## src/rtl/uart_rx_recv.sv

```systemverilog
// rtl/uart_rx_recv.sv - UART receiver: 16x oversampled, mid-bit sampling, frame error detection
module uart_rx_recv #(
    parameter int SYS_CLK_FREQ = 200_000_000,
    parameter int BAUD_RATE    = 19200,
    parameter int FRAME_WIDTH  = 8
) (
    input  logic                   sys_clk,
    input  logic                   reset,
    input  logic                   uart_rx_din,
    output logic [0:FRAME_WIDTH-1] uart_rx_dout,
    output logic                   uart_rx_valid,
    output logic                   uart_rx_frame_err,
    output logic                   uart_rx_busy
);

    localparam int DIV_RAW = SYS_CLK_FREQ / (BAUD_RATE * 16);
    localparam int DIV     = (DIV_RAW < 1) ? 1 : DIV_RAW;
    localparam int DIV_W   = (DIV > 1) ? $clog2(DIV) : 1;
    localparam int IDX_W   = (FRAME_WIDTH > 1) ? $clog2(FRAME_WIDTH) : 1;
    localparam logic [DIV_W-1:0] DIV_LAST = DIV_W'(DIV - 1);
    localparam logic [IDX_W-1:0] LAST_IDX = IDX_W'(FRAME_WIDTH - 1);

    typedef enum logic [1:0] {IDLE, START, DATA, STOP} state_t;

    state_t                 state_q, state_d;
    logic                   rx_meta_q, rx_meta_d, rx_s_q, rx_s_d, rx_prev_q, rx_prev_d;
    logic [DIV_W-1:0]       div_q, div_d;
    logic [3:0]             tick_cnt_q, tick_cnt_d;
    logic [IDX_W-1:0]       bit_idx_q, bit_idx_d;
    logic [0:FRAME_WIDTH-1] shift_q, shift_d, dout_q, dout_d;
    logic                   valid_q, valid_d, ferr_q, ferr_d;
    logic                   tick, start_det, mid_start, sample_pt;

    assign tick      = (div_q == DIV_LAST);
    assign start_det = (state_q == IDLE) && !rx_s_q && rx_prev_q;
    assign mid_start = (state_q == START) && tick && (tick_cnt_q == 4'd7);
    assign sample_pt = tick && (tick_cnt_q == 4'd15);

    always_ff @(posedge sys_clk or posedge reset) begin
        if (reset) state_q <= IDLE;
        else       state_q <= state_d;
    end

    always_comb begin
        state_d = state_q;
        case (state_q)
            IDLE:  if (start_det) state_d = START;
            START: if (mid_start) state_d = rx_s_q ? IDLE : DATA;
            DATA:  if (sample_pt && bit_idx_q == LAST_IDX) state_d = STOP;
            STOP:  if (sample_pt) state_d = IDLE;
            default: state_d = IDLE;
        endcase
    end

    always_comb begin
        valid_d      = (state_q == STOP) && sample_pt && rx_s_q;
        ferr_d       = (state_q == STOP) && sample_pt && !rx_s_q;
        dout_d       = valid_d ? shift_q : dout_q;
        uart_rx_busy = (state_q != IDLE);
    end

    // Divider and tick counter restart on the start edge so later samples land mid-bit.
    always_comb begin
        rx_meta_d  = uart_rx_din;
        rx_s_d     = rx_meta_q;
        rx_prev_d  = rx_s_q;
        div_d      = tick ? '0 : div_q + DIV_W'(1);
        tick_cnt_d = tick_cnt_q;
        bit_idx_d  = bit_idx_q;
        shift_d    = shift_q;
        if (state_q != IDLE && tick) tick_cnt_d = tick_cnt_q + 4'd1;
        if (mid_start) begin
            tick_cnt_d = '0;
            bit_idx_d  = '0;
        end
        if (state_q == DATA && sample_pt) begin
            shift_d[bit_idx_q] = rx_s_q;
            bit_idx_d          = bit_idx_q + IDX_W'(1);
        end
        if (start_det) begin
            div_d      = '0;
            tick_cnt_d = '0;
        end
    end

    always_ff @(posedge sys_clk or posedge reset) begin
        if (reset) begin
            rx_meta_q  <= 1'b1;
            rx_s_q     <= 1'b1;
            rx_prev_q  <= 1'b1;
            div_q      <= '0;
            tick_cnt_q <= '0;
            bit_idx_q  <= '0;
            shift_q    <= '0;
            dout_q     <= '0;
            valid_q    <= 1'b0;
            ferr_q     <= 1'b0;
        end else begin
            rx_meta_q  <= rx_meta_d;
            rx_s_q     <= rx_s_d;
            rx_prev_q  <= rx_prev_d;
            div_q      <= div_d;
            tick_cnt_q <= tick_cnt_d;
            bit_idx_q  <= bit_idx_d;
            shift_q    <= shift_d;
            dout_q     <= dout_d;
            valid_q    <= valid_d;
            ferr_q     <= ferr_d;
        end
    end

    assign uart_rx_dout      = dout_q;
    assign uart_rx_valid     = valid_q;
    assign uart_rx_frame_err = ferr_q;

endmodule

```

## config.mk

```make
export PLATFORM = sky130hd
export DESIGN_NAME = uart_rx_recv
export DESIGN_NICKNAME = d
export VERILOG_FILES = /design/src/rtl/uart_rx_recv.sv
export SDC_FILE = /design/constraint.sdc
export NUM_CORES = 1
export LEC_CHECK = 0
export ABC_CLOCK_PERIOD_IN_PS = 1830
export CORE_ASPECT_RATIO = 0.7
export CORE_UTILIZATION = 52
export CTS_CLUSTER_SIZE = 40
export DETAILED_ROUTE_END_ITERATION = 10
export PLACE_DENSITY = 0.74
export SYNTH_ARGS = -nofsm -noshare
export SYNTH_HDL_FRONTEND = slang
export SYNTH_SLANG_ARGS = --single-unit
```

## constraint.sdc

```tcl
create_clock -name sys_clk -period 1.83 [get_ports sys_clk]
set_input_delay 0.549 -clock sys_clk [delete_from_list [all_inputs] [get_ports sys_clk]]
set_output_delay 0.549 -clock sys_clk [all_outputs]
set_load 0.01 [all_outputs]
```

-- After elaboration in Yosys (flattened, before gate mapping)
Index checks and enable logic that the tools add are counted.
- bits in registers: 40
- input bits: 3
- output and inout bits: 11
- add/sub/neg operators: 3
- magnitude comparators: 2
- eq/ne operators: 11
- muxes and demuxes: 16
- bitwise gates (word level): 1
- reductions and logical operators: 18
- operator list (cell ; number):
    2-to-1 mux 10 bit ; 2
    logical AND 1 bit ; 12
    2-to-1 mux 4 bit ; 3
    adder 10 x 1 -> 10 bit, second input constant ; 1
    equality test 10 bit, second input constant ; 1
    2-to-1 mux 2 bit ; 5
    bitwise mux 8 bit ; 1
    inequality test 2 bit, second input constant ; 4
    case mux 2 bit (4 select lines) ; 1
    2-to-1 mux 3 bit ; 2
    adder 4 x 1 -> 4 bit, second input constant ; 1
    equality test 2 bit, second input constant ; 2
    equality test 4 x 3 -> 1 bit, second input constant ; 1
    equality test 4 bit, second input constant ; 1
    greater-or-equal comparator 4 bit, second input constant ; 1
    < comparator 4 x 1 -> 1 bit, second input constant ; 1
    inverter 3 -> 4 bit ; 1
    AND reduction 4 bit ; 1
    nonzero test 2 bit ; 2
    adder 3 x 1 -> 3 bit, second input constant ; 1
    demux 1 bit (select 3 bit) ; 1
    equality test 3 bit, second input constant ; 1
    nonzero test 3 bit ; 1
    equality test 2 x 1 -> 1 bit, second input constant ; 1
    3 further kinds ; 3

-- Longest topological paths before layout
Gate-level depths: netlist of the first run.
- word-level depth: 6
- gate-level depth with buffers: 8
- mapped depth without buffers: 6

-- Least setup slack after synthesis of the first run
Ideal clock, no wire load.
- kind: register to register
- start point: reg div_q[0]
- end point: reg shift_q[4] (netlist bit)
- library setup time: 127 ps
- data arrival time: 1816 ps
- required time: 1703 ps
- setup slack: -113 ps
- cell stages (with the launch flop): 8
- path buffers: 1
- period minus slack after synthesis: 1943 ps
- path through: dfrtp_1 inv_1 ha_1 nand4bb_1 buf_6 nor4b_4 and4bb_2 mux2_1
- word-level cells in the longest chain between the ends: 3
- RTL lines (element ; line ; RTL):
    start: declaration ; 27 ; logic [DIV_W-1:0] div_q, div_d;
    start signal: assignment ; 102 ; div_q <= div_d;
    equality test 10 bit ; 34 ; assign tick = (div_q == DIV_LAST);
    logical AND 1 bit ; 37 ; assign sample_pt = tick && (tick_cnt_q == 4'd15);
    logical AND 1 bit ; 76 ; if (state_q == DATA && sample_pt) begin
    end signal: assignment ; 105 ; shift_q <= shift_d;
    end: declaration ; 30 ; logic [0:FRAME_WIDTH-1] shift_q, shift_d, dout_q, dout_d;
Every way passes these cells.
A chain may end at the register's enable or synchronous reset.

==> metrics, run 1 <==
FF/Latch Area=a little over 1000 sq um; Final WS setup=-108.4 ps; sequential area share after synthesis=a little over half; Max FO, Critical Path=5; post-synthesis xor/xnor area fraction=under 10%; fmax=around 520 MHz; Max Used Layer=met4; Post-synth EDFFs=0; Rel. slew slack=between 70% and 80%; Net Sw Frac=27.33%; vias=1361; Design Power=~0.0022 W; DR iter-0 viols=39; Site Rows=18; Yosys cell types=between 40 and 50; Yosys warnings=0; Routed WL per cell=between 15 and 20 um; Clock transition at path regs=approximately 80 ps; nature of the critical path endpoint=flop; Hold Fails Final Rpt=0; Post-CTS Hold Fix Bufs=0; Cell Int Power=0.001622 W; Synth Area in Compound Gates=between 3 and 4%; async set-reset flop share out of synthesis=between 90% and 100%; met3 WL=about 92 um; Clock power frac=about 32%; LEAKAGE=roughly 1.2 nW; Synth Area in Simple Gates=a little under a quarter; status=complete, but fails checks; Die Footprint=roughly 3900 sq um; later-pin clock latency in the skew report=about 290 ps; CP Class=reg -> reg; total placed instance area=~2200 sq um; final setup vio count=10; gpl congestion=~0.87; Via-to-Cell Ratio=5.401; Fillers=between 200 and 250; maxcap violations=0; Met1 Wirelength=1960 um; syn nets=approximately 160; Synth Instances=roughly 160; VDD IR max=roughly 0.00067 V; Buffers on Ports=13; commonest cells after routing, fill and taps aside=dfrtp_1 (35), buf_4 (24), nor2_1 (14); CTS tree=built; Hold Crit Depth=0; Worst Tran Pin Value=approximately 400 ps; largest net degree at the start of global routing=41; NetSw=0.0006101 W; gr usage total=approximately a fifth; Tcrit/Tclk final=105.9%; multi-input logic area=around 960 sq um; Post-Synth Adder-Cell Area=3.255%; minimum clock period=approximately 1900 ps; Core Box Area=between 3000 and 4000 sq um; antenna viol nets, final=0; Antenna diodes=0; commonest non-fill, non-tap cell in the layout=dfrtp_1; Max Buffers Root-to-Sink=2; multiplexer area fraction after synthesis=between 10% and 20%; Starting Density=between 50% and 60%; Layout Area Growth over Synthesis=32.55%; initial antenna violation count=0; met2 WL=around 1900 um; Routed WL=roughly 4000 um; power density over the cells=approximately 880 nW/um^2; # IOs=14; Pins Over Slew Limit=0; HPWL after detailed placement=2444 um; Synth Area per Inst=around 12 sq um; combinational share of power=22.3%; RSZ-0062 raised after global routing=yes; Inst Count DP=~230; root buf cell=clkbuf_8; first-pass GRT wire length=5602 um; share of power burned in registers=roughly 45%; die width=~75 um; share of cells above drive strength 1=roughly two fifths; DRC viols=0; vias in the first global route=1200; Inserted Clock Buffers=5; drt pass-1 iters=4; CTS Sinks=40; Tightest Hold Check Type=reg -> reg; Worst R2R Path Depth=5; Post-Syn Area=roughly 1900 sq um; Final Cell Area=2547 sq um; Final Net Count=between 200 and 250; failing checks=negative setup slack; Setup Skew=around 5.3 ps; gr ovfl total=0; H-tree depth reported by CTS=2; FF+latch count, synth=40; crit path DAT=between 2000 and 2500 ps; final cell count without fillers=~250; Main synth FF type=dfrtp_1; die span in y=roughly 53 um; WP data required=2040 ps; largest family of logic cells by synthesized area=simple AND/OR/NAND/NOR gates; CP startpoint kind=flop
synthesized netlist by cell type (2+ instances only):
cell type	number	share of area [%]
nand4bb_1	2	1.2
ha_1	5	3.3
xnor2_1	6	2.7
a22o_1	2	0.91
dfrtp_1	37	48
and4bb_2	2	1.3
and3_1	2	0.65
inv_1	3	0.59
dfstp_2	3	4.1
mux2_1	2	1.2
nand4b_1	3	1.4
o21ai_0	3	0.78
nand3_1	4	1.0
nand3b_1	4	1.6
mux2_2	16	9.4
buf_4	3	1.2
nor3_1	2	0.52
xor2_1	3	1.4
nor4_1	3	0.98
nand2_1	12	2.3
nor2_1	16	3.1
metal layers:
metal | up-vias | global-route usage (%)
met2 | 18 | 27.93
met4 | 0 | 7.547
met1 | 686 | 28.36
li1 | 652 | -
met3 | 5 | 5.714
met5 | - | 0
power groups by stage:
| stage | Clock, W | Combinational (W) | Sequential (W) |
|---|---|---|---|
| 2_1_floorplan | 0 | 0.000283 | 0.00104 |
| 3_3_place_gp | 0 | 0.000441 | 0.00103 |
| 3_5_place_dp | 0 | 0.000455 | 0.00103 |
| 4_1_cts | 0.000736 | 0.000468 | 0.00101 |
| 5_1_grt | 0.000777 | 0.000557 | 0.00103 |
| 6_report | 0.000721 | 0.000498 | 0.00101 |
metrics by stage:
| step | setup WS [ps] | utilization, % | hold slack [ps] | TNS, ps |
|---|---|---|---|---|
| finish | -108.4 | 72.05 | 360.3 | -357.9 |
| global route | -147.8 | 72.05 | 363.1 | -1895 |
| CTS | -14.10 | 67.73 | 361.0 | -16.42 |
| detailed placement | -70.11 | 63.62 | 348.7 | -507.0 |
| global placement | -32.75 | 63.62 | 347.3 | -242.0 |
| floorplan | -54.33 | - | 345.2 | -102.1 |
cell families (layout without fill, tap and decap cells):
logic type	after synthesis	after routing
multiplexers	18	18
AO/OA/AOI/OAI	9	9
flip-flops	40	40
adder cells (fa/ha/maj)	5	5
buffers and inverters	9	54
XOR/XNOR	9	9
AND/OR/NAND/NOR	66	67
what timing repair did:
| action | CTS | global route |
|---|---|---|
| setup buffers | 2 | 8 |
| pin swaps | 2 | 7 |
| cloned | 0 | 1 |
| setup endpoints to repair | 13 | 24 |
| gates resized for setup | 7 | 23 |
| endpoints found under the hold margin | 0 | 0 |
registers in the layout, indices dropped and copies added (netlist names), 3 cells and up, named ones only:
signal	count
div_q	10
tick_cnt_q	4
bit_idx_q	3
uart_rx_dout	8
shift_q	8
final timing paths:
kind | from | slack (ps) | end
max reg2reg | flop | -110 | flop
min in group asynchronous | reset | 620 | div_q[1]$_DFF_PP0_
min reg2reg | rx_meta_q$_DFF_PP1_ | 360 | rx_prev_d$_DFF_PP1_
max | flop | -110 | flop
min | rx_meta_q$_DFF_PP1_ | 360 | rx_prev_d$_DFF_PP1_
max in group asynchronous | reset | 960 | rx_prev_d$_DFF_PP1_
area by class of cell:
cell class,count,area share (%)
flip-flops and latches,40,39.54
clock buffers,5,2.701
clock inverters,3,1.817
inverters,3,0.4420
repair buffers,43,15.52
multi-input cells,108,37.52
well taps,50,2.456
critical path, cell delays in order, from the launching register on:
cell,delay [ps]
dfrtp_2,420
buf_6,130
or3b_4,380
or2_4,270
or4_4,520
o2bb2ai_2,150
Note: power is estimated with default switching activity, not from simulation.
==> inputs of run 2 (changes only) <==
- CAP_MARGIN: default -> 15
- CELL_PAD_IN_SITES_DETAIL_PLACEMENT: default -> 0
- CELL_PAD_IN_SITES_GLOBAL_PLACEMENT: default -> 1
- CORE_UTILIZATION: 52 -> 42
- PLACE_DENSITY: 0.74 -> 0.73
==> run 2 against run 1 <==
The flow still finishes with violations (negative setup slack). Highest routed layer unchanged. Largest cell class unchanged. Clock power fell by 21%. First-iteration DRC count rose by 44%. Utilization fell by 16 points.
==> metrics, run 2 (synthesis results as in run 1) <==
CP startpoint kind=flop; drt pass-1 iters=4; Starting Density=~44%; combinational share of power=a little under a quarter; largest net degree at the start of global routing=41; worst hold path startpoint=rx_meta_q$_DFF_PP1_; maxcap violations=0; gr usage total=16.16%; Buffers on Ports=13; crit path from=div_q[0]$_DFF_PP0_; DRC viols=0; Worst Tran Pin Value=~440 ps; RR Endpoint=shift_q[3]$_DFFE_PP0P_; Core Box Area=around 4400 sq um; antenna viol nets, final=0; Tightest Hold Check Type=reg -> reg; nature of the critical path endpoint=flop; Place WS=-68.89 ps; LEAKAGE=1.180 nW; largest register by flop count=div_q; Layout Area Growth over Synthesis=27.47%; Max Buffers Root-to-Sink=2; Min-Delay Endpoint=rx_prev_d$_DFF_PP1_; vias=1287; vias in the first global route=around 1300; R2R setup slack=-50 ps; Inserted Clock Buffers=5; Final WS setup=-54.54 ps; reg2reg start=div_q[0]$_DFF_PP0_; status=complete, but fails checks; minimum clock period=1885 ps; Site Rows=20; Final Net Count=between 200 and 250; Setup TNS=-202.8 ps; Antenna diodes=0; max reg flops=10; later-pin clock latency in the skew report=280 ps; Routed WL per cell=14.48 um; Net Sw Frac=28.76%; power density over the cells=around 840 nW/um^2; Cell Int Power=0.001467 W; DR iter-0 viols=between 50 and 60; Pins Over Slew Limit=0; die span in y=a little under 60 um; CP Class=reg -> reg; VDD IR max=roughly 0.00053 V; crit path DAT=about 2000 ps; share of cells above drive strength 1=between 30% and 40%; Max FO, Critical Path=6; Clock transition at path regs=roughly 80 ps; commonest non-fill, non-tap cell in the layout=dfrtp_1; NetSw=0.0005925 W; RSZ-0062 raised after global routing=yes; first-pass GRT wire length=between 6000 and 7000 um; gpl congestion=about 0.83; commonest cells after routing, fill and taps aside=dfrtp_1 (35), buf_4 (23), nor2_1 (15), mux2_2 (15); H-tree depth reported by CTS=2; die width=~83 um; Routed WL=3678 um; CTS tree=built; Rel. slew slack=70.63%; # IOs=14; share of power burned in registers=between 40% and 50%; root buf cell=clkbuf_8; Post-CTS Hold Fix Bufs=0; CTS Sinks=40; fmax=~530 MHz; Hold Crit Depth=0; Worst R2R Path Depth=8; Hold Fails Final Rpt=0; Setup Skew=just under 3 ps; failing checks=negative setup slack; Tcrit/Tclk final=103.0%; Via-to-Cell Ratio=5.067; final setup vio count=7; HPWL after detailed placement=between 2000 and 2500 um; initial antenna violation count=0; Die Footprint=4855 sq um; WP data required=~2000 ps; Clock power frac=roughly 28%; gr ovfl total=0
run 2: power groups by stage:
stage	logic, W	registers, W	clock network (W)
after floorplan	0.000283	0.00104	0
after detailed placement	0.000437	0.00103	0
after global placement	0.000431	0.00103	0
after global routing	0.000537	0.00102	0.000638
final	0.000480	0.00101	0.000568
after CTS	0.000463	0.00101	0.000595
run 2: layout make-up:
cell class / count / area, sq um
fill: 361 / 1904
sequential: 40 / 1007
multi-input combinational: 108 / 919.6
timing repair buffer: 40 / 355.3
clock buffer: 5 / 68.82
tap: 55 / 68.82
clock inverter: 3 / 18.77
inverter: 3 / 11.26
run 2: how the worst max path moves through the flow:
stage | cells after the start | endpoint | slack (ps)
after detailed placement | 5 | uart_rx_dout[7]$_DFFE_PP0P_ | -70
after global routing | 8 | shift_q[3]$_DFFE_PP0P_ | -150
final | 8 | shift_q[3]$_DFFE_PP0P_ | -50
after floorplan | 7 | shift_q[4]$_DFFE_PP0P_ | -50
after CTS | 8 | shift_q[2]$_DFFE_PP0P_ | -30
after global placement | 7 | shift_q[4]$_DFFE_PP0P_ | -20
run 2: metal layers:
metal  up-vias  share of wire [%]  GRT usage (%)
met5         -                  0              0
li1        642                  -              -
met1       626                 54          24.03
met4         0               0.49          5.172
met2        17                 43          23.65
met3         2                2.9          3.506
run 2: metrics by stage:
step	area (sq um)	utilization, %	instances	power (W)	hold slack [ps]
finish	2450	56.26	254	0.002060	360.1
global route	2450	56.26	254	0.002199	364.1
CTS	2394	54.97	250	0.002070	364.3
detailed placement	2251	51.70	239	0.001469	353.4
global placement	2251	51.70	239	0.001458	347.9
floorplan	1934	-	156	0.001322	345.2
run 2: repair_timing:
| item | CTS | global route |
|---|---|---|
| gates cloned | 0 | 1 |
| pin swaps | 2 | 5 |
| setup buffers | 3 | 3 |
| endpoints found under the setup margin | 16 | 22 |
| resized for setup | 11 | 7 |
| endpoints found under the hold margin | 0 | 0 |
run 2: critical path: stages (launching register included):
cell and delay (ps):
dfrtp_1 380, inv_1 60, ha_1 150, nand4bb_1 130, buf_6 160, nor4b_4 280, buf_4 200, nand4b_1 120
mux2_2 300
==> inputs of run 3 (changes only) <==
- SETUP_SLACK_MARGIN: default -> 0.3
==> run 3 against run 2 <==
Critical path type unchanged. Utilization up 2.1 points. Sequential cell count unchanged. The flow still finishes with violations (negative setup slack). Register-to-register slack about the same. Setup slack better by 2.9 ps. Critical path depth unchanged.
==> metrics, run 3 (synthesis results as in run 1) <==
Setup Skew=a little over 8 ps; Core Box Area=around 4400 sq um; CP startpoint kind=flop; Hold Crit Depth=0; drt pass-1 iters=3; met2 WL=about 1900 um; Max FO, Critical Path=6; NetSw=around 0.00063 W; fmax=around 530 MHz; share of cells above drive strength 1=about 40%; Min-Delay Endpoint=rx_prev_d$_DFF_PP1_; commonest cells after routing, fill and taps aside=dfrtp_1 (36), buf_4 (22), nor2_1 (14); CTS tree=built; H-tree depth reported by CTS=2; Hold Fails Final Rpt=0; Buffers on Ports=13; Tcrit/Tclk final=102.8%; FF/Latch Area=roughly 1000 sq um; WP data required=2020 ps; HPWL after detailed placement=between 2000 and 3000 um; share of power burned in registers=between 40% and 50%; LEAKAGE=about 1.2 nW; Worst R2R Path Depth=8; final cell count without fillers=between 200 and 300; initial antenna violation count=0; Max Used Layer=met4; Clock transition at path regs=about 80 ps; status=complete, but fails checks; gpl congestion=around 0.77; failing checks=negative setup slack; Met1 Wirelength=roughly 2100 um; die width=around 83 um; DRC viols=0; vias=about 1300; worst hold path startpoint=rx_meta_q$_DFF_PP1_; Site Rows=20; RSZ-0062 raised after global routing=yes; gr usage total=around a fifth; CP Class=reg -> reg; Crit-path slowest cell=dfrtp_1; Net Sw Frac=28.62%; minimum clock period=approximately 1900 ps; die span in y=~60 um; RR Endpoint=shift_q[6]$_DFFE_PP0P_; maxcap violations=0; combinational share of power=about a quarter; Starting Density=between 40% and 50%; Worst Tran Pin Value=391.6 ps; largest net degree at the start of global routing=41; vias in the first global route=roughly 1400; final setup vio count=8; Rel. slew slack=around 74%; multi-input logic area=between 900 and 1000 sq um; Final Net Count=between 200 and 250; antenna viol nets, final=0; crit path DAT=a little over 2000 ps; Antenna diodes=0; nature of the critical path endpoint=flop; later-pin clock latency in the skew report=just under 300 ps; # IOs=14; critical-path cell list=inv_1 -> ha_1 -> nand4bb_1 -> buf_6 -> nor4b_4 -> buf_4 -> nand4b_1 -> mux2_2; Die Footprint=between 4000 and 5000 sq um; largest register by flop count=div_q; Cell Int Power=between 0.0015 and 0.002 W; Final WS setup=-51.69 ps; Fillers=390; Setup TNS=-300.5 ps; R2R setup slack=-50 ps; Layout Area Growth over Synthesis=32.29%; Routed WL per cell=roughly 16 um; Pins Over Slew Limit=0; root buf cell=clkbuf_8; VDD IR max=0.0006268 V; Max Buffers Root-to-Sink=2; Inst Count DP=around 240; max reg flops=10; CP peak stage delay=roughly 380 ps; Routed WL=between 4000 and 5000 um; CTS Sinks=40; Inserted Clock Buffers=5; Tightest Hold Check Type=reg -> reg; Clock power frac=~29%; first-pass GRT wire length=7086 um; DR iter-0 viols=just over 60; power density over the cells=867.2 nW/um^2; met3 WL=123 um; reg2reg start=div_q[0]$_DFF_PP0_; commonest non-fill, non-tap cell in the layout=dfrtp_1; Via-to-Cell Ratio=5.134; gr ovfl total=0
[run 3: worst max path at each step]
stage	cells past startpoint	startpoint	slack, ps	to
after global routing	8	div_q[0]$_DFF_PP0_	-170	shift_q[6]$_DFFE_PP0P_
after detailed placement	8	div_q[0]$_DFF_PP0_	-80	shift_q[6]$_DFFE_PP0P_
after floorplan	7	div_q[0]$_DFF_PP0_	-50	shift_q[1]$_DFFE_PP0P_
final	8	div_q[0]$_DFF_PP0_	-50	shift_q[6]$_DFFE_PP0P_
after CTS	8	div_q[0]$_DFF_PP0_	-60	shift_q[6]$_DFFE_PP0P_
after global placement	7	div_q[0]$_DFF_PP0_	-70	state_q[0]$_DFFE_PP0P_
[run 3: cell type report]
class,count,area share [%]
Multi-Input combinational cell,108,39.17
Tap cell,55,2.707
Sequential cell,40,39.57
Timing Repair Buffer,41,14.32
Clock buffer,7,3.789
Inverter,3,0.4429
[run 3: routing by layer]
| metal | GRT usage (%) | up-vias |
|---|---|---|
| met5 | 0 | - |
| met4 | 5.665 | 0 |
| met3 | 6.311 | 6 |
| met2 | 30.56 | 13 |
| met1 | 26.47 | 645 |
| li1 | - | 640 |
[run 3: power groups by stage]
stage	registers, W	logic (W)	clock network, W
after floorplan	0.00104	0.000283	0
after global placement	0.00104	0.000428	0
after detailed placement	0.00104	0.000444	0
after CTS	0.00102	0.000542	0.000643
after global routing	0.00103	0.000605	0.000693
final	0.00102	0.000545	0.000636
[run 3: critical path: cells and delay by family, from the launching register on]
family / cells / cell delay (ps)
simple gates: 3 / 520
buf+inv: 3 / 430
flops: 1 / 380
mux: 1 / 290
fa+ha+maj: 1 / 140
[run 3: timing repair]
item,4_1_cts,5_1_grt
setup endpoints to repair,37,44
buffers inserted,7,1
hold buffers,0,0
cloned,2,0
gates resized for setup,36,13
pin swaps,4,6
[run 3: per-stage QoR]
| step | cell area [sq um] | utilization (%) | total power, W | hold slack [ps] | worst slack (ps) |
|---|---|---|---|---|---|
| 5_1_grt | 2542 | 58.39 | 0.002333 | 365.3 | -171.2 |
| 4_1_cts | 2516 | 57.79 | 0.002210 | 360.7 | -58.53 |
| 2_1_floorplan | 1986 | - | 0.001322 | 345.2 | -46.48 |
| 3_3_place_gp | 2271 | 52.16 | 0.001464 | 347.8 | -69.62 |
| 6_report | 2542 | 58.39 | 0.002205 | 359.0 | -51.69 |
| 3_5_place_dp | 2271 | 52.16 | 0.001487 | 350.6 | -78.82 |
==> RTL change 1 (config.mk and constraints of run 3) <==
`BAUD_RATE`: 19200 -> 38400.
--- a/src/rtl/uart_rx_recv.sv
+++ b/src/rtl/uart_rx_recv.sv
@@ -3,3 +3,3 @@
     parameter int SYS_CLK_FREQ = 200_000_000,
-    parameter int BAUD_RATE    = 19200,
+    parameter int BAUD_RATE    = 38400,
     parameter int FRAME_WIDTH  = 8
Behaviour: same outputs for any inputs over 10 cycles, from zero or initial values and one cycle with reset high; that may be too few to reach the edited logic, so the function may still have changed.
==> RTL change 1 against run 3 <==
The flow still finishes with violations (negative setup slack). Non-clock buffer count grew 8. Setup slack lost 0.26 ns. Cell area fell by 2.7%. Sequential cell count down 1. Critical path depth down 2. Synthesized cell count fell by 8.3%. Synthesized area down 9.1%. Routed wire length is 3.5% lower. Total power down 5.5%.
==> RTL change 1: results (changes against run 3) <==
[run_status]
violations = negative setup slack  ; unchanged
status = complete, but fails checks  ; unchanged

[placed_design]
place_ws_ns = -0.387  ; was -0.0788 ns
hpwl_microns = 2520  ; was 2610 microns
placed_area_sq_um = 2130  ; was 2270 sq um
gp_congestion = 0.918  ; was 0.766

[synthesis]
avgSynthCellArea_sq_um = 12.2  ; was 12.3 sq um
synth_compound_area_share_pct = 2.94  ; was 3.52%
yosysSeqAreaShare_pct = 56.1  ; was 52.3%
muxShareOfSynthArea_pct = 12.1  ; was 10.5%
synth_adder_area_share_pct = 3.58  ; was 3.26%
synth.distinct_cells = 33  ; was 44
synth_xor_area_share_pct = 3.51  ; was 4.10%
yosys-top-cells-area = dfrtp_1 52%, mux2_2 11%, dfstp_2 4.5%, ha_1 3.6%, xor2_1 3.0%  ; was dfrtp_1 48%, mux2_2 9.4%, dfstp_2 4.1%, ha_1 3.3%, nor2_1 3.1%
syn-num-nets = 151  ; was 164
synth_common_cells = 36 x dfrtp_1, 17 x mux2_2, 11 x nor2_1  ; was 37 x dfrtp_1, 16 x mux2_2, 16 x nor2_1

[critical_path]
rr_worst_depth = 6  ; was 8
cp-endpoint = uart_rx_dout[0]  ; was shift_q[6]
slowest_stage = or4b_4  ; was dfrtp_1
cpPeakStageDelay_ns = 0.57  ; was 0.38 ns
cp.arrival_ns = 2.32  ; was 2.07 ns

[sta]
setup_slack_ns = -0.314  ; was -0.0517 ns
setup_tns_ns = -5.37  ; was -0.300 ns
setup_viol = 32  ; was 8
skew_ns = 0.00449  ; was 0.00830 ns

[layout]
finalNetCount = 203  ; was 207
drive_above_1_share_pct = 42.9  ; was 39.7%
largest_reg_flops = 9  ; was 10

[grt]
use_met1_pct = 24.7  ; was 26.5%
grtUsageTotal_pct = 19.2  ; was 19.6%
grt_pass1_wl_microns = 6200  ; was 7090 microns
use_met3_pct = 5.25  ; was 6.31%

[routing]
wl_microns = 4040  ; was 4180 microns
vias_per_cell = 5.24  ; was 5.13
routedWlPerCell_microns = 16.3  ; was 16.5 microns

-- RTL change 1: cell count changes in the layout (fill, tap and decap cells not counted), moves of 3 or more --
| cell | before | now |
|---|---|---|
| mux2_2 | 7 | 10 |
| clkdlybuf4s15_1 | 8 | 3 |
| nand4_1 | 1 | 5 |
| mux2_4 | 11 | 7 |
| nand3b_1 | 4 | 1 |
| nor2_1 | 14 | 8 |
| inv_1 | 3 | 6 |
| dlygate4sd2_1 | 2 | 7 |
| xnor2_1 | 6 | 1 |
| nand2_1 | 12 | 6 |
| buf_4 | 22 | 28 |
| nand3_1 | 4 | 8 |
| xor2_1 | 3 | 6 |
-- RTL change 1: power by group --
group	internal (mW)	switching (mW)
combinational	0.273	0.274
sequential	0.941	0.0441
clock	0.267	0.284
-- RTL change 1: logic make-up after synthesis --
group	count (synthesis)
flops	39
buf+inv	11
mux	19
xor+xnor	7
fa+ha+maj	5
simple gates	55
compound gates	7
-- RTL change 1: area by class of cell --
cell class,count,area [sq um]
timing repair buffer,49,425
fill,317,1470
clock inverter,1,5.00
tap,52,65.1
inverter,7,26.3
multi-input combinational,93,896
clock buffer,7,76.3
sequential,39,980
-- RTL change 1: routing by layer --
metal / vias up / routed length, microns
li1: 624 / -
met4: 0 / 82
met5: - / 0
met2: 26 / 1950
met1: 641 / 1860
met3: 8 / 145
-- RTL change 1: worst min-delay path by stage --
stage	start	endpoint	slack, ns	depth (start not counted)
floorplan	rx_meta_q	rx_prev_d	0.35	0
global placement	rx_meta_q	rx_prev_d	0.35	0
detailed placement	rx_meta_q	rx_prev_d	0.35	0
CTS	rx_meta_q	rx_prev_d	0.36	0
global route	rx_meta_q	rx_prev_d	0.37	0
finish	rx_meta_q	rx_prev_d	0.36	0
-- RTL change 1: repair_timing --
| item | CTS | global route |
|---|---|---|
| gates resized for setup | 31 | 28 |
| pin swaps | 1 | 4 |
| cloned | 0 | 1 |
| hold endpoints to repair | 0 | 0 |
| endpoints found under the setup margin | 47 | 41 |
| setup buffers | 4 | 6 |
==> RTL change 2 (flow settings as in run 3) <==
Without the edit above. Make the reset (`reset`) synchronous in 2 clocked blocks.
--- a/src/rtl/uart_rx_recv.sv
+++ b/src/rtl/uart_rx_recv.sv
@@ -38,3 +38,3 @@
 
-    always_ff @(posedge sys_clk or posedge reset) begin
+    always_ff @(posedge sys_clk) begin
         if (reset) state_q <= IDLE;
@@ -85,3 +85,3 @@
 
-    always_ff @(posedge sys_clk or posedge reset) begin
+    always_ff @(posedge sys_clk) begin
         if (reset) begin
Function: differs if reset is asserted again (counterexample within 4 cycles, from zero or initial values and one cycle with reset high); with reset held inactive, the same outputs for 10 cycles.
==> RTL change 2 against run 3 <==
The flow still finishes with violations (negative setup slack). Count of clock-buffer cells in the layout grew 1. Worst hold slack improved by 0.062 ns. Core utilization increased by 6.1 points. Sequential cell count unchanged. Setup slack worse by 0.063 ns. First-iteration DRC count up 61%. Cell area rose by 1.9%. Routed wire length up 9.4%. Synthesized area fell by 5.7%. Non-clock buffer count increased by 12. Critical path type unchanged. Largest cell class is now multi-input gates. Highest routed layer unchanged.
Power is not compared: it rests on default switching activity, and its combinational part moved more than twofold at a synthesized area within 25%.
==> RTL change 2: results (changes against run 3) <==
[run_status]
status = complete, but fails checks  ; unchanged
violations = negative setup slack  ; unchanged

[grt]
antenna_found_initial = 0  ; unchanged
met2_usage_pct = 29.9  ; was 30.6%
grtUsageTotal_pct = 21.9  ; was 19.6%
grt_pass1_vias = 1486  ; was 1444
grt_max_degree = 12  ; was 41
grt_pass1_wl_microns = 7350  ; was 7090 microns
use_met1_pct = 32.1  ; was 26.5%
use_met3_pct = 6.88  ; was 6.31%

[layout]
finalNetCount = 253  ; was 207
final_cells = 298  ; was 254
drive_above_1_share_pct = 41.5  ; was 39.7%

[routing]
wl_met2_microns = 2000  ; was 1910 microns
vias_per_cell = 5.40  ; was 5.13
wl_met1_microns = 2350  ; was 2110 microns
route.met3.wl_microns = 193  ; was 123 microns
firstDrtPassIters = 4  ; was 3
drt_iter0_markers = 100  ; was 62
dr.max_layer_used = met4  ; unchanged
wl_microns = 4580  ; was 4180 microns

[synthesis]
muxShareOfSynthArea_pct = 3.86  ; was 10.5%
yosysSeqAreaShare_pct = 44.2  ; was 52.3%
synth.distinct_cells = 45  ; was 44
avgSynthCellArea_sq_um = 9.30  ; was 12.3 sq um
ys.flop_type = dfxtp_1  ; was dfrtp_1
synth_compound_area_share_pct = 11.9  ; was 3.52%
ys_async_sr_fraction_pct = 0  ; was 100%
synth_xor_area_share_pct = 4.83  ; was 4.10%
yosys-top-cells-area = dfxtp_1 44%, mux2i_1 3.9%, o21ai_0 3.6%, ha_1 3.5%, xnor2_1 3.4%  ; was dfrtp_1 48%, mux2_2 9.4%, dfstp_2 4.1%, ha_1 3.3%, nor2_1 3.1%
synth_common_cells = 40 x dfxtp_1, 14 x nor2_1, 13 x o21ai_0  ; was 37 x dfrtp_1, 16 x mux2_2, 16 x nor2_1
synth_adder_area_share_pct = 3.45  ; was 3.26%

[critical_path]
cp.arrival_ns = 2.18  ; was 2.07 ns
slowest_stage = or4_4  ; was dfrtp_1
cpPeakStageDelay_ns = 0.60  ; was 0.38 ns

[clocking]
cts_resized = 35  ; was 36
htreeDepth = 2  ; unchanged
postCtsSetupRepairBufs = 5  ; was 7

[placed_design]
place_ws_ns = -0.120  ; was -0.0788 ns
placed_area_sq_um = 2250  ; was 2270 sq um
dp_cells = 281  ; was 237
gp_congestion = 0.827  ; was 0.766
hpwl_microns = 3110  ; was 2610 microns

[sta]
tightest_slew_ns = 0.422  ; was 0.392 ns
whs_ns = 0.421  ; was 0.359 ns
setup_slack_ns = -0.115  ; was -0.0517 ns
setup_viol = 10  ; was 8
setup_tns_ns = -0.709  ; was -0.300 ns
skew_ns = 0.00869  ; was 0.00830 ns

[power]
leakagePower_nw = 0.981

RTL change 2: layout make-up:
class | instances | area (sq um)
Tap cell | 52 | 65.1
Sequential cell | 40 | 813
Clock buffer | 8 | 90.1
Fill cell | 337 | 1430
Inverter | 4 | 15.0
Timing Repair Buffer | 53 | 443
Multi-Input combinational cell | 141 | 1160
RTL change 2: final timing paths:
| kind | start | endpoint | cells after the start |
|---|---|---|---|
| max | div_q[8] | shift_q[2] | 4 |
| min | rx_meta_q | rx_prev_d | 1 |
| max reg2reg | div_q[8] | shift_q[2] | 4 |
| min reg2reg | rx_meta_q | rx_prev_d | 1 |
RTL change 2: cell families after synthesis:
family | after synthesis
flops | 40
simple gates | 82
buf+inv | 15
mux | 7
compound gates | 36
fa+ha+maj | 5
xor+xnor | 10
RTL change 2: power by group:
group	switching (mW)	total [mW]	internal, mW
clock network	0.307	0.614	0.308
logic	0.0660	0.120	0.0539
registers	0.00754	0.888	0.880
total	0.380	1.62	1.24
